==> config.mk <==
export PLATFORM = sky130hd
export DESIGN_NAME = program_loader
export DESIGN_NICKNAME = d
export VERILOG_FILES = /design/src/rtl/program_loader_pkg.sv /design/src/rtl/program_loader_counter.sv /design/src/rtl/program_loader.sv
export SDC_FILE = /design/constraint.sdc
export NUM_CORES = 1
export LEC_CHECK = 0
export CAP_MARGIN = 0
export CORE_MARGIN = 2
export CORE_UTILIZATION = 54
export CTS_CLUSTER_DIAMETER = 150
export DETAILED_ROUTE_END_ITERATION = 8
export PLACE_DENSITY = 0.86
export SLEW_MARGIN = 10
export SYNTH_ARGS = -nofsm -noshare
export SYNTH_HDL_FRONTEND = slang
export SYNTH_HIERARCHICAL = 1
export SYNTH_SLANG_ARGS = --single-unit
==> constraint.sdc <==
create_clock -name clk_i -period 4.7 [get_ports clk_i]
set_input_delay 0.94 -clock clk_i [delete_from_list [all_inputs] [get_ports clk_i]]
set_output_delay 0.94 -clock clk_i [all_outputs]
set_load 0.1 [all_outputs]
==> src/rtl/program_loader_pkg.sv <==
// ---------------------------------------------------------------------------
// program_loader_pkg
// Shared definitions for the program-memory loader slice.
//   REG_WIDTH  : instruction/data word width used as the DATA_W default
//   ADDR_WIDTH : program-memory address width used as the ADDR_W default
//   ldState_t  : loader FSM state encoding
// ---------------------------------------------------------------------------
package program_loader_pkg;

   localparam int REG_WIDTH  = 16;
   localparam int ADDR_WIDTH = 8;

   typedef enum logic [1:0] {
      LD_IDLE  = 2'd0,
      LD_RECV  = 2'd1,
      LD_WRITE = 2'd2,
      LD_DONE  = 2'd3
   } ldState_t;

endpackage

==> src/rtl/program_loader_counter.sv <==
// ---------------------------------------------------------------------------
// load_counter
// Word counter for a program load. It counts the words written so far and
// flags when the word currently being written is the last one.
// Ports:
//   clk_i      : system clock
//   reset_i    : synchronous active-high reset, clears the count
//   clear_i    : synchronous clear at the start of a new load
//   inc_i      : advance the count by one
//   length_i   : latched load length the count is compared against
//   count_o    : words written in the current/last load
//   terminal_o : high when count_o + 1 equals length_i
// ---------------------------------------------------------------------------
module load_counter #(
   parameter int CNT_W = 9
) (
   input  logic             clk_i,
   input  logic             reset_i,
   input  logic             clear_i,
   input  logic             inc_i,
   input  logic [CNT_W-1:0] length_i,
   output logic [CNT_W-1:0] count_o,
   output logic             terminal_o
);

   logic [CNT_W-1:0] count_q;
   logic [CNT_W-1:0] count_d;

   // Clear wins over increment so a fresh load always starts from zero.
   always_comb begin
      count_d = count_q;
      if (clear_i) begin
         count_d = '0;
      end else if (inc_i) begin
         count_d = count_q + CNT_W'(1);
      end
   end

   // The count register itself; reset brings it back to zero.
   always_ff @(posedge clk_i) begin
      if (reset_i) begin
         count_q <= '0;
      end else begin
         count_q <= count_d;
      end
   end

   // The counter is one bit wider than the address, so a full 256-word load
   // can reach its terminal value without the sum overflowing.
   assign terminal_o = ((count_q + CNT_W'(1)) == length_i);
   assign count_o    = count_q;

endmodule

==> src/rtl/program_loader.sv <==
// ---------------------------------------------------------------------------
// program_loader
// Writer side of the program-memory interface. It accepts instruction words
// over a valid/ready handshake and writes them to consecutive RAM addresses
// starting at a base address. It also keeps a word count and a running
// checksum so the host can confirm that the load is complete.
// Ports:
//   clk_i, reset_i   : clock and synchronous active-high reset
//   start_i          : begin a load (honoured only when idle)
//   base_addr_i      : first RAM address, latched on start
//   length_i         : number of words 0..2^ADDR_W, latched on start
//   abort_i          : cancel an in-progress load
//   in_data_i        : instruction word from the host
//   in_valid_i       : host word valid
//   in_ready_o       : loader can take a word this cycle
//   mem_addr_o       : RAM write address (qualify with mem_wren_o)
//   mem_data_o       : RAM write data (qualify with mem_wren_o)
//   mem_wren_o       : one-cycle write strobe per word
//   busy_o           : high whenever the loader is not idle
//   done_o           : one-cycle pulse on normal completion
//   word_count_o     : words written in the current/last load
//   checksum_o       : sum of the written words modulo 2^DATA_W
// ---------------------------------------------------------------------------
module program_loader
   import program_loader_pkg::*;
#(
   parameter int DATA_W = REG_WIDTH,
   parameter int ADDR_W = ADDR_WIDTH
) (
   input  logic              clk_i,
   input  logic              reset_i,
   input  logic              start_i,
   input  logic [ADDR_W-1:0] base_addr_i,
   input  logic [ADDR_W:0]   length_i,
   input  logic              abort_i,
   input  logic [DATA_W-1:0] in_data_i,
   input  logic              in_valid_i,
   output logic              in_ready_o,
   output logic [ADDR_W-1:0] mem_addr_o,
   output logic [DATA_W-1:0] mem_data_o,
   output logic              mem_wren_o,
   output logic              busy_o,
   output logic              done_o,
   output logic [ADDR_W:0]   word_count_o,
   output logic [DATA_W-1:0] checksum_o
);

   ldState_t          state_q;
   logic [ADDR_W-1:0] baseAddr_q;
   logic [ADDR_W:0]   length_q;
   logic [DATA_W-1:0] word_q;
   logic [ADDR_W-1:0] memAddr_q;
   logic [DATA_W-1:0] checksum_q;

   logic              startAccept;
   logic              writeCommit;
   logic              lastWord;
   logic [ADDR_W:0]   wordCount;

   // A start is only taken when idle; a write only commits if it is not
   // being cancelled in the same cycle, so an aborted word leaves the count
   // and checksum exactly where they were.
   assign startAccept = (state_q == LD_IDLE) && start_i;
   assign writeCommit = (state_q == LD_WRITE) && !abort_i;

   // Word counter shared by the word_count output and the address generator.
   load_counter #(
      .CNT_W (ADDR_W + 1)
   ) u_counter (
      .clk_i      (clk_i),
      .reset_i    (reset_i),
      .clear_i    (startAccept),
      .inc_i      (writeCommit),
      .length_i   (length_q),
      .count_o    (wordCount),
      .terminal_o (lastWord)
   );

   // Main loader FSM together with the word register, the write address and
   // the checksum accumulator. The address and data are captured when a word
   // is accepted, so they are stable for the whole WRITE cycle and simply
   // hold their last values afterwards. The address add is done at the
   // address width, which makes it wrap past the top of memory naturally.
   always_ff @(posedge clk_i) begin
      if (reset_i) begin
         state_q    <= LD_IDLE;
         baseAddr_q <= '0;
         length_q   <= '0;
         word_q     <= '0;
         memAddr_q  <= '0;
         checksum_q <= '0;
      end else begin
         case (state_q)
            LD_IDLE: begin
               if (start_i) begin
                  baseAddr_q <= base_addr_i;
                  length_q   <= length_i;
                  checksum_q <= '0;
                  state_q    <= (length_i == '0) ? LD_DONE : LD_RECV;
               end
            end
            LD_RECV: begin
               if (abort_i) begin
                  state_q <= LD_IDLE;
               end else if (in_valid_i) begin
                  word_q    <= in_data_i;
                  memAddr_q <= baseAddr_q + wordCount[ADDR_W-1:0];
                  state_q   <= LD_WRITE;
               end
            end
            LD_WRITE: begin
               if (abort_i) begin
                  state_q <= LD_IDLE;
               end else begin
                  checksum_q <= checksum_q + word_q;
                  state_q    <= lastWord ? LD_DONE : LD_RECV;
               end
            end
            LD_DONE: begin
               state_q <= LD_IDLE;
            end
            default: begin
               state_q <= LD_IDLE;
            end
         endcase
      end
   end

   // Status outputs decode straight from the state register. Ready and the
   // write strobe are additionally gated by abort so that a cancelled cycle
   // neither accepts nor writes a word.
   assign in_ready_o   = (state_q == LD_RECV) && !abort_i;
   assign mem_wren_o   = writeCommit;
   assign busy_o       = (state_q != LD_IDLE);
   assign done_o       = (state_q == LD_DONE);
   assign mem_addr_o   = memAddr_q;
   assign mem_data_o   = word_q;
   assign word_count_o = wordCount;
   assign checksum_o   = checksum_q;

endmodule
==> qor.yml, run 1 <==
endpoint_kind: "output pin"
reg2reg_to: "state_q[1]$_SDFFE_PP0P_"
worstHoldPathCells: 2
p_comb_frac: 0.137
period_needed_ns: 3.25
hold_viol: 0
cp_max_fo: 20
drtAntennaViolNets: 0
worst_pin_slew_ns: 1.04
gr-usage-all-layers: 0.272
cap_viol_max_count: 0
finalSetupTns_ns: 0
p_leak_nw: 1.78
fmax_mhz: 307
area_growth_pct: 27.3
startpoint_type: "input port"
first_iter_violations: 217
initial_core_util: 0.563
post-route-period-util: 0.692
p_per_area_mw_per_mm2: 245
grt_overflow: 0
synth.most_common_cell: "nand2_1"
vias_per_cell: 5.64
dpl_cell_area_sq_mm: 0.00474
grt_antenna_before_repair: 0
synth-seq-area-share: 0.352
row_count: 30
clk_latency_ns: 0.36
cts_tree: "built"
cts_buffer_depth: 2
seq_power_share: 0.500
maxSlewHeadroom: 0.305
syn_area_sq_mm: 0.00387
synth-main-ff-cell: "dfxtp_1"
worstHoldPathType: "flop to flop"
grt_max_degree: 56
p_int_mw: 0.857
cts_hold_buf: 0
synth_area_leaders: "dfxtp_1 (35%), nand2_1 (9.4%), a21oi_1 (7.9%), ha_1 (7.4%), xnor2_1 (3.6%)"
finalSetupViolations: 0
hold_path_end: "mem_addr_o[4]$_SDFFE_PP0P_"
ys_warn_count: 6
htreeDepth: 3
ys_top_cells_by_count: "nand2_1 (97), dfxtp_1 (68), a21oi_1 (61)"
syn_inst: 477
holdCritStartpoint: "mem_addr_o[4]$_SDFFE_PP0P_"
ios: 91
clock_power_share: 0.363
async_flop_share: 0
core-area_sq_mm: 0.00687
cts_root_buffer: "clkbuf_8"
peakVddDrop_mv: 0.177
drive_gt1_frac: 0.0698
synthesis.nets: 540
clkTransAtPathRegs_ns: 0.08
post-cts-setup-buffers: 0
dpl.hpwl_microns: 7300
cts_made_buffers: 9
swShare: 0.290
run_status: "finished, final reports clean"
cts.sinks: 68
finalInstanceArea_sq_mm: 0.00492
post_drt_wl_per_cell_microns: 15.5
synth_edf_count: 0
drc: 0
reg2reg_depth: 8
die_w_microns: 88.6
synth.distinct_cells: 67
finClkSkew_ns: 0.00762
die_h_microns: 88.6
cp_data_arrival_time_ns: 2.31
vias: 3691
r2r-start: "u_counter/count_o[1]$_SDFFE_PP0P_"
drv_slew: 0
first_pass_iters: 4
insertedDiodeCount: 0
avgSynthCellArea_sq_um: 8.11
totalWireLength_microns: 10100
nNetsFinal: 617
io_buffers: 90
first_global_vias: 3584
synth_top_cell_area_share: 0.352
ctsResizeCount: 0
ys_ff_latch: 68
rsz0062_at_grt: "false"
gp_congestion: 0.896
grt_pass1_wl_microns: 16500
rrSetupSlack_ns: 1.92
required_ns: 3.76
path_class: "input port to output pin"
yosysTopAreaCell: "dfxtp_1"
p_switching_mw: 0.349
die-area_sq_mm: 0.00785
## cell families after synthesis
family | synth area share
AOI/OAI and AO/OA | 0.205
xor gates and xnor gates | 0.0634
adders and majority gates | 0.0848
buffers and inverters | 0.0450
DFF | 0.352
muxes | 0.0104
and+or+nand+nor | 0.240
## worst max path at each step
| stage | cells past startpoint | endpoint | start | slack [ns] |
|---|---|---|---|---|
| 2_1_floorplan | 9 | state_q[1]$_SDFFE_PP0P_ | u_counter/count_o[1]$_SDFFE_PP0P_ | 1.78 |
| 3_3_place_gp | 3 | mem_wren_o | abort_i | 1.47 |
| 3_5_place_dp | 3 | mem_wren_o | abort_i | 1.46 |
| 4_1_cts | 3 | mem_wren_o | abort_i | 1.45 |
| 5_1_grt | 3 | mem_wren_o | abort_i | 1.37 |
| 6_report | 3 | mem_wren_o | abort_i | 1.45 |
## layout by cell type (no fill, tap or decap), drive strengths merged, types with 5 or more instances in the layout
cell / synthesis / routed
nor4b: 5 / 5
xnor2: 16 / 16
clkbuf: 10 / 10
nand3: 8 / 8
nand2: 99 / 99
o21ai: 30 / 30
nor3: 10 / 10
clkdlybuf4s50: 0 / 87
a31oi: 5 / 5
xor2: 12 / 12
or3: 5 / 5
nor2: 29 / 29
nor2b: 5 / 5
dfxtp: 68 / 68
clkinv: 0 / 5
a21oi: 61 / 61
ha: 23 / 23
inv: 11 / 11
## registers in the layout, indices dropped and copies added (netlist names)
register           flops
state_q                2
mem_data_o            16
checksum_o            16
baseAddr_q             8
length_q               9
mem_addr_o             8
u_counter/count_o      9
## metrics by stage
step	util	power [mW]	hold slack [ns]	setup slack (ns)	std cells
2_1_floorplan	-	0.720	0.440	1.78	477
3_3_place_gp	0.691	0.775	0.444	1.47	639
3_5_place_dp	0.691	0.780	0.451	1.46	639
4_1_cts	0.717	1.21	0.460	1.45	655
6_report	0.717	1.21	0.457	1.45	655
5_1_grt	0.717	1.24	0.475	1.37	655
## critical path, cell delays in order
cell and delay (ns):
clkdlybuf4s50_1 0.52, nor2_4 0.47, buf_4 0.38
## per-layer routing
| metal | routed length [microns] | part of all wire | vias up | GRT usage |
|---|---|---|---|---|
| li1 | - | - | 1830 | - |
| met1 | 4260 | 0.42 | 1732 | 0.333 |
| met2 | 5150 | 0.51 | 110 | 0.470 |
| met3 | 550 | 0.054 | 19 | 0.0382 |
| met4 | 187 | 0.018 | 0 | 0.129 |
| met5 | 0 | 0 | - | 0 |
## final cells by class
cell class,count,area [sq um]
Tap cell,96,120
Timing Repair Buffer,90,891
Clock buffer,10,138
Sequential cell,68,1360
Multi-Input combinational cell,374,2330
Clock inverter,6,40.0
Fill cell,565,1950
Inverter,11,41.3
## power groups by stage
| stage | clock [mW] | combinational (mW) | sequential, mW |
|---|---|---|---|
| 5_1_grt | 0.460 | 0.177 | 0.604 |
| 2_1_floorplan | 0 | 0.0781 | 0.642 |
| 3_5_place_dp | 0 | 0.164 | 0.616 |
| 6_report | 0.438 | 0.165 | 0.603 |
| 4_1_cts | 0.439 | 0.165 | 0.603 |
| 3_3_place_gp | 0 | 0.160 | 0.615 |
Power figures use the tool's default switching activity.
==> inputs of run 2 (changes only) <==
--- a/config.mk
+++ b/config.mk
@@ -7,10 +7,10 @@
 export LEC_CHECK = 0
 export CAP_MARGIN = 0
 export CORE_MARGIN = 2
-export CORE_UTILIZATION = 54
+export CORE_UTILIZATION = 50
 export CTS_CLUSTER_DIAMETER = 150
 export DETAILED_ROUTE_END_ITERATION = 8
-export PLACE_DENSITY = 0.86
+export PLACE_DENSITY = 0.8
 export SLEW_MARGIN = 10
 export SYNTH_ARGS = -nofsm -noshare
 export SYNTH_HDL_FRONTEND = slang
==> constraint.sdc (replaced) <==
create_clock -name clk_i -period 3.1 [get_ports clk_i]
set_input_delay 0.62 -clock clk_i [delete_from_list [all_inputs] [get_ports clk_i]]
set_output_delay 0.62 -clock clk_i [all_outputs]
set_load 0.1 [all_outputs]
==> qor.yml, run 2 (synthesis gave the netlist of run 1 again) <==
finClkSkew_ns: 0.0113  # was 0.00762 ns
stdcell_count: 667  # was 655
clkTransAtPathRegs_ns: 0.08  # about the same
power_mw: 2.00  # was 1.21 mW
row_count: 32  # was 30
grt_overflow: 0  # unchanged
fmax_mhz: 372
initial_core_util: 0.508  # was 0.563
p_leak_nw: 1.94  # was 1.78 nW
cap_viol_max_count: 0  # unchanged
p_int_mw: 1.45  # was 0.857 mW
grt_pass1_wl_microns: 16400  # was 16500 microns
io_buffers: 90  # unchanged
layout_commonest_cell: "nand2_1"  # unchanged
cts.sinks: 68  # unchanged
htreeDepth: 3  # unchanged
ios: 91  # unchanged
drive_gt1_frac: 0.170  # was 0.0698
cts_root_buffer: "clkbuf_8"  # unchanged
hold_path_end: "mem_addr_o[0]$_SDFFE_PP0P_"  # was mem_addr_o[4]$_SDFFE_PP0P_
finish.utilization: 0.646  # was 0.717
dp.cells: 651  # was 639
p_switching_mw: 0.547  # was 0.349 mW
r2r-start: "u_counter/count_o[0]$_SDFFE_PP0P_"  # was u_counter/count_o[1]$_SDFFE_PP0P_
startpoint_type: "flop"  # was input port
required_ns: 3.34  # was 3.76 ns
die_w_microns: 91.9  # was 88.6 microns
maxSlewHeadroom: 0.628  # was 0.305
die-area_sq_mm: 0.00845  # was 0.00785 sq mm
vias_per_cell: 5.59  # was 5.64
p_per_area_mw_per_mm2: 406  # was 245 mW/mm^2
reg2reg_depth: 8  # unchanged
post-cts-setup-buffers: 0  # unchanged
holdWs_ns: 0.458  # was 0.457 ns
clock_power_share: 0.417  # was 0.363
grt_max_degree: 39  # was 56
place_ws_ns: 0.397  # was 1.46 ns
hold_viol: 0  # unchanged
post_drt_wl_per_cell_microns: 14.8  # was 15.5 microns
worstHoldPathType: "flop to flop"  # unchanged
gp_congestion: 0.891  # was 0.896
core-area_sq_mm: 0.00761  # was 0.00687 sq mm
path_class: "flop to flop"  # was input port to output pin
worst_pin_slew_ns: 0.559  # was 1.04 ns
finalSetupViolations: 0  # unchanged
run_status: "finished, final reports clean"  # unchanged
peakVddDrop_mv: 0.250  # was 0.177 mV
drc: 0  # unchanged
p_comb_frac: 0.127  # was 0.137
grt_antenna_before_repair: 0  # unchanged
rsz0062_at_grt: "false"  # unchanged
seq_power_share: 0.457  # was 0.500
nNetsFinal: 623  # was 617
totalWireLength_microns: 9880  # was 10100 microns
insertedDiodeCount: 0  # unchanged
post-route-period-util: 0.867
period_needed_ns: 2.69
rrSetupSlack_ns: 0.41  # was 1.92 ns
worst_slack_ns: 0.413  # was 1.45 ns
first_global_vias: 3567  # was 3584
finalSetupTns_ns: 0  # unchanged
reg2reg_to: "state_q[1]$_SDFFE_PP0P_"  # unchanged
first_pass_iters: 4  # unchanged
dpl.hpwl_microns: 7280  # was 7300 microns
nFillCells: 666  # was 565
cts_hold_buf: 0  # unchanged
clk_latency_ns: 0.35  # was 0.36 ns
dpl_cell_area_sq_mm: 0.00469  # was 0.00474 sq mm
cts_made_buffers: 9  # unchanged
swShare: 0.274  # was 0.290
ctsResizeCount: 0  # unchanged
finalInstanceArea_sq_mm: 0.00492  # about the same
drv_slew: 0  # unchanged
worstHoldPathCells: 2  # unchanged
cts_tree: "built"  # unchanged
drtAntennaViolNets: 0  # unchanged
die_h_microns: 91.9  # was 88.6 microns
final_cell_mix: "nand2_1 (97), dfxtp_1 (68), a21oi_1 (61)"  # was nand2_1 (97), clkdlybuf4s50_1 (87), dfxtp_1 (68)
cp_max_fo: 10  # was 20
vias: 3728  # was 3691
cp_data_arrival_time_ns: 2.93  # was 2.31 ns
endpoint_kind: "flop"  # was output pin
area_growth_pct: 27.2  # was 27.3%
cts_buffer_depth: 2  # unchanged
holdCritStartpoint: "mem_addr_o[0]$_SDFFE_PP0P_"  # was mem_addr_o[4]$_SDFFE_PP0P_
gr-usage-all-layers: 0.240  # was 0.272
first_iter_violations: 183  # was 217
## run 2: worst max-delay path by stage
| stage | from | end | slack, ns |
|---|---|---|---|
| 6_report | u_counter/count_o[0]$_SDFFE_PP0P_ | state_q[1]$_SDFFE_PP0P_ | 0.41 |
| 5_1_grt | u_counter/count_o[0]$_SDFFE_PP0P_ | state_q[1]$_SDFFE_PP0P_ | 0.17 |
| 4_1_cts | u_counter/count_o[1]$_SDFFE_PP0P_ | state_q[1]$_SDFFE_PP0P_ | 0.46 |
| 3_5_place_dp | abort_i | checksum_o[14]$_SDFFE_PP0P_ | 0.40 |
| 3_3_place_gp | abort_i | checksum_o[14]$_SDFFE_PP0P_ | 0.46 |
| 2_1_floorplan | u_counter/count_o[1]$_SDFFE_PP0P_ | state_q[1]$_SDFFE_PP0P_ | 0.18 |
## run 2: critical path: stages, from the launching register on
cell and delay, ns:
dfxtp_1 0.61, ha_1 0.43, nand2_1 0.18, nor4b_1 0.33, a21o_1 0.12, o2111ai_1 0.13
nor4b_2 0.33, a21oi_1 0.12, a2111oi_2 0.35
## run 2: final cells by class
| cell class | count | area (sq um) | share of cell area |
|---|---|---|---|
| inverter | 11 | 41.3 | 0.00840 |
| timing repair buffer | 96 | 833 | 0.169 |
| tap | 102 | 128 | 0.0260 |
| clock inverter | 7 | 98.8 | 0.0201 |
| clock buffer | 9 | 124 | 0.0252 |
| multi-input combinational | 374 | 2330 | 0.474 |
| sequential | 68 | 1360 | 0.277 |
## run 2: metal layers
| layer | GRT usage | routed length [microns] |
|---|---|---|
| met1 | 0.297 | 4370 |
| met5 | 0 | 0 |
| met4 | 0.101 | 202 |
| met2 | 0.409 | 4770 |
| met3 | 0.0427 | 543 |
## run 2: power groups by stage
stage	combinational (mW)	sequential [mW]	clock, mW
after floorplan	0.118	0.973	0
after global placement	0.250	0.933	0
after detailed placement	0.253	0.933	0
after CTS	0.254	0.912	0.844
after global routing	0.272	0.916	0.891
final	0.253	0.912	0.833
==> inputs of run 3 (changes only) <==
--- a/config.mk
+++ b/config.mk
@@ -7,10 +7,10 @@
 export LEC_CHECK = 0
 export CAP_MARGIN = 0
 export CORE_MARGIN = 2
-export CORE_UTILIZATION = 50
+export CORE_UTILIZATION = 40
 export CTS_CLUSTER_DIAMETER = 150
 export DETAILED_ROUTE_END_ITERATION = 8
-export PLACE_DENSITY = 0.8
+export PLACE_DENSITY = 0.66
 export SLEW_MARGIN = 10
 export SYNTH_ARGS = -nofsm -noshare
 export SYNTH_HDL_FRONTEND = slang
==> qor.yml, run 3 (synthesis gave the netlist of run 1 again) <==
ios: 91  # unchanged
final_cell_mix: "nand2_1 (97), dfxtp_1 (68), a21oi_1 (61)"  # unchanged
endpoint_kind: "flop"  # unchanged
insertedDiodeCount: 0  # unchanged
clk_latency_ns: 0.35  # about the same
htreeDepth: 3  # unchanged
required_ns: 3.34  # about the same
hold_viol: 0  # unchanged
first_pass_iters: 4  # unchanged
first_global_vias: 3503  # was 3567
holdWs_ns: 0.459  # was 0.458 ns
ctsResizeCount: 0  # unchanged
finalSetupViolations: 0  # unchanged
startpoint_type: "flop"  # unchanged
grt_max_degree: 55  # was 39
drv_slew: 0  # unchanged
cap_viol_max_count: 0  # unchanged
stdcell_count: 694  # was 667
cts_root_buffer: "clkbuf_8"  # unchanged
initial_core_util: 0.414  # was 0.508
multi_input_area_sq_mm: 0.00233  # unchanged
drc: 0  # unchanged
row_count: 35  # was 32
io_buffers: 90  # unchanged
period_needed_ns: 2.62  # was 2.69 ns
totalWireLength_microns: 10200  # was 9880 microns
post-cts-setup-buffers: 0  # unchanged
peakVddDrop_mv: 0.204  # was 0.250 mV
p_leak_nw: 1.94  # about the same
cts_made_buffers: 9  # unchanged
cp_max_fo: 10  # unchanged
maxSlewHeadroom: 0.609  # was 0.628
rsz0062_at_grt: "false"  # unchanged
dp.cells: 678  # was 651
die_w_microns: 102  # was 91.9 microns
ff_latch_area_sq_mm: 0.00136  # unchanged
grt_pass1_wl_microns: 16500  # was 16400 microns
worst_pin_slew_ns: 0.587  # was 0.559 ns
fmax_mhz: 381  # was 372 MHz
finalInstanceArea_sq_mm: 0.00497  # was 0.00492 sq mm
layout_commonest_cell: "nand2_1"  # unchanged
cts_buffer_depth: 2  # unchanged
path_class: "flop to flop"  # unchanged
core-area_sq_mm: 0.00933  # was 0.00761 sq mm
cts.sinks: 68  # unchanged
clkTransAtPathRegs_ns: 0.08  # about the same
nFillCells: 930  # was 666
grt_overflow: 0  # unchanged
first_iter_violations: 177  # was 183
area_growth_pct: 28.4  # was 27.2%
gr-usage-all-layers: 0.199  # was 0.240
post_drt_wl_per_cell_microns: 14.7  # was 14.8 microns
vias: 3652  # was 3728
dpl.hpwl_microns: 7510  # was 7280 microns
finClkSkew_ns: 0.00948  # was 0.0113 ns
die_h_microns: 102  # was 91.9 microns
gp_congestion: 0.919  # was 0.891
p_per_area_mw_per_mm2: 403  # was 406 mW/mm^2
finalSetupTns_ns: 0  # unchanged
run_status: "finished, final reports clean"  # unchanged
die-area_sq_mm: 0.0105  # was 0.00845 sq mm
grt_antenna_before_repair: 0  # unchanged
vias_per_cell: 5.26  # was 5.59
drive_gt1_frac: 0.170  # unchanged
cts_hold_buf: 0  # unchanged
drtAntennaViolNets: 0  # unchanged
cts_tree: "built"  # unchanged
post-route-period-util: 0.846  # was 0.867
cp_data_arrival_time_ns: 2.87  # was 2.93 ns
nNetsFinal: 623  # unchanged
dpl_cell_area_sq_mm: 0.00474  # was 0.00469 sq mm
worstHoldPathType: "flop to flop"  # unchanged
==> run 3: cell count changes in the layout (fill, tap and decap cells not counted), sizes merged <==
cell      before  now
clkinvlp       1    3
clkbuf         9   10
clkinv         2    1
inv           13   11
==> run 3: final timing paths <==
| check | startpoint | to | slack, ns | cells after the start |
|---|---|---|---|---|
| hold reg to reg | baseAddr_q[5]$_SDFFE_PP0P_ | baseAddr_q[5]$_SDFFE_PP0P_ | 0.46 | 2 |
| setup / recovery | u_counter/count_o[0]$_SDFFE_PP0P_ | state_q[1]$_SDFFE_PP0P_ | 0.48 | 8 |
| setup reg to reg | u_counter/count_o[0]$_SDFFE_PP0P_ | state_q[1]$_SDFFE_PP0P_ | 0.48 | 8 |
| hold / removal | baseAddr_q[5]$_SDFFE_PP0P_ | baseAddr_q[5]$_SDFFE_PP0P_ | 0.46 | 2 |
==> run 3: metrics by stage <==
stage	utilization	setup slack (ns)	total power, mW
final	0.532	0.478	2.00
after CTS	0.532	0.478	2.02
after floorplan	-	0.176	1.09
after detailed placement	0.508	0.371	1.19
after global routing	0.532	0.275	2.08
after global placement	0.508	0.447	1.19
==> run 3: power by group <==
part	internal [mW]	switching, mW
Sequential	0.894	0.0187
Combinational	0.0989	0.157
Clock	0.473	0.359
Total	1.47	0.535
==> run 3: layout make-up <==
type / count / share of cell area
Sequential cell: 68 / 0.274
Clock inverter: 6 / 0.0176
Clock buffer: 10 / 0.0277
Tap cell: 129 / 0.0325
Timing Repair Buffer: 96 / 0.170
Inverter: 11 / 0.00831
Multi-Input combinational cell: 374 / 0.469
==> run 3: metal layers <==
layer / vias up / share of wire / GRT usage
li1: 1839 / - / -
met4: 0 / 0.012 / 0.0646
met5: - / 0 / 0
met1: 1704 / 0.45 / 0.250
met2: 99 / 0.49 / 0.346
met3: 10 / 0.054 / 0.0335
==> run 3: critical path, cell delays in order (launching register included) <==
cell and delay [ns]:
dfxtp_1 0.56, ha_1 0.42, nand2_1 0.17, nor4b_1 0.30, a21o_1 0.12, o2111ai_1 0.12
nor4b_2 0.30, a21oi_1 0.13, a2111oi_2 0.39
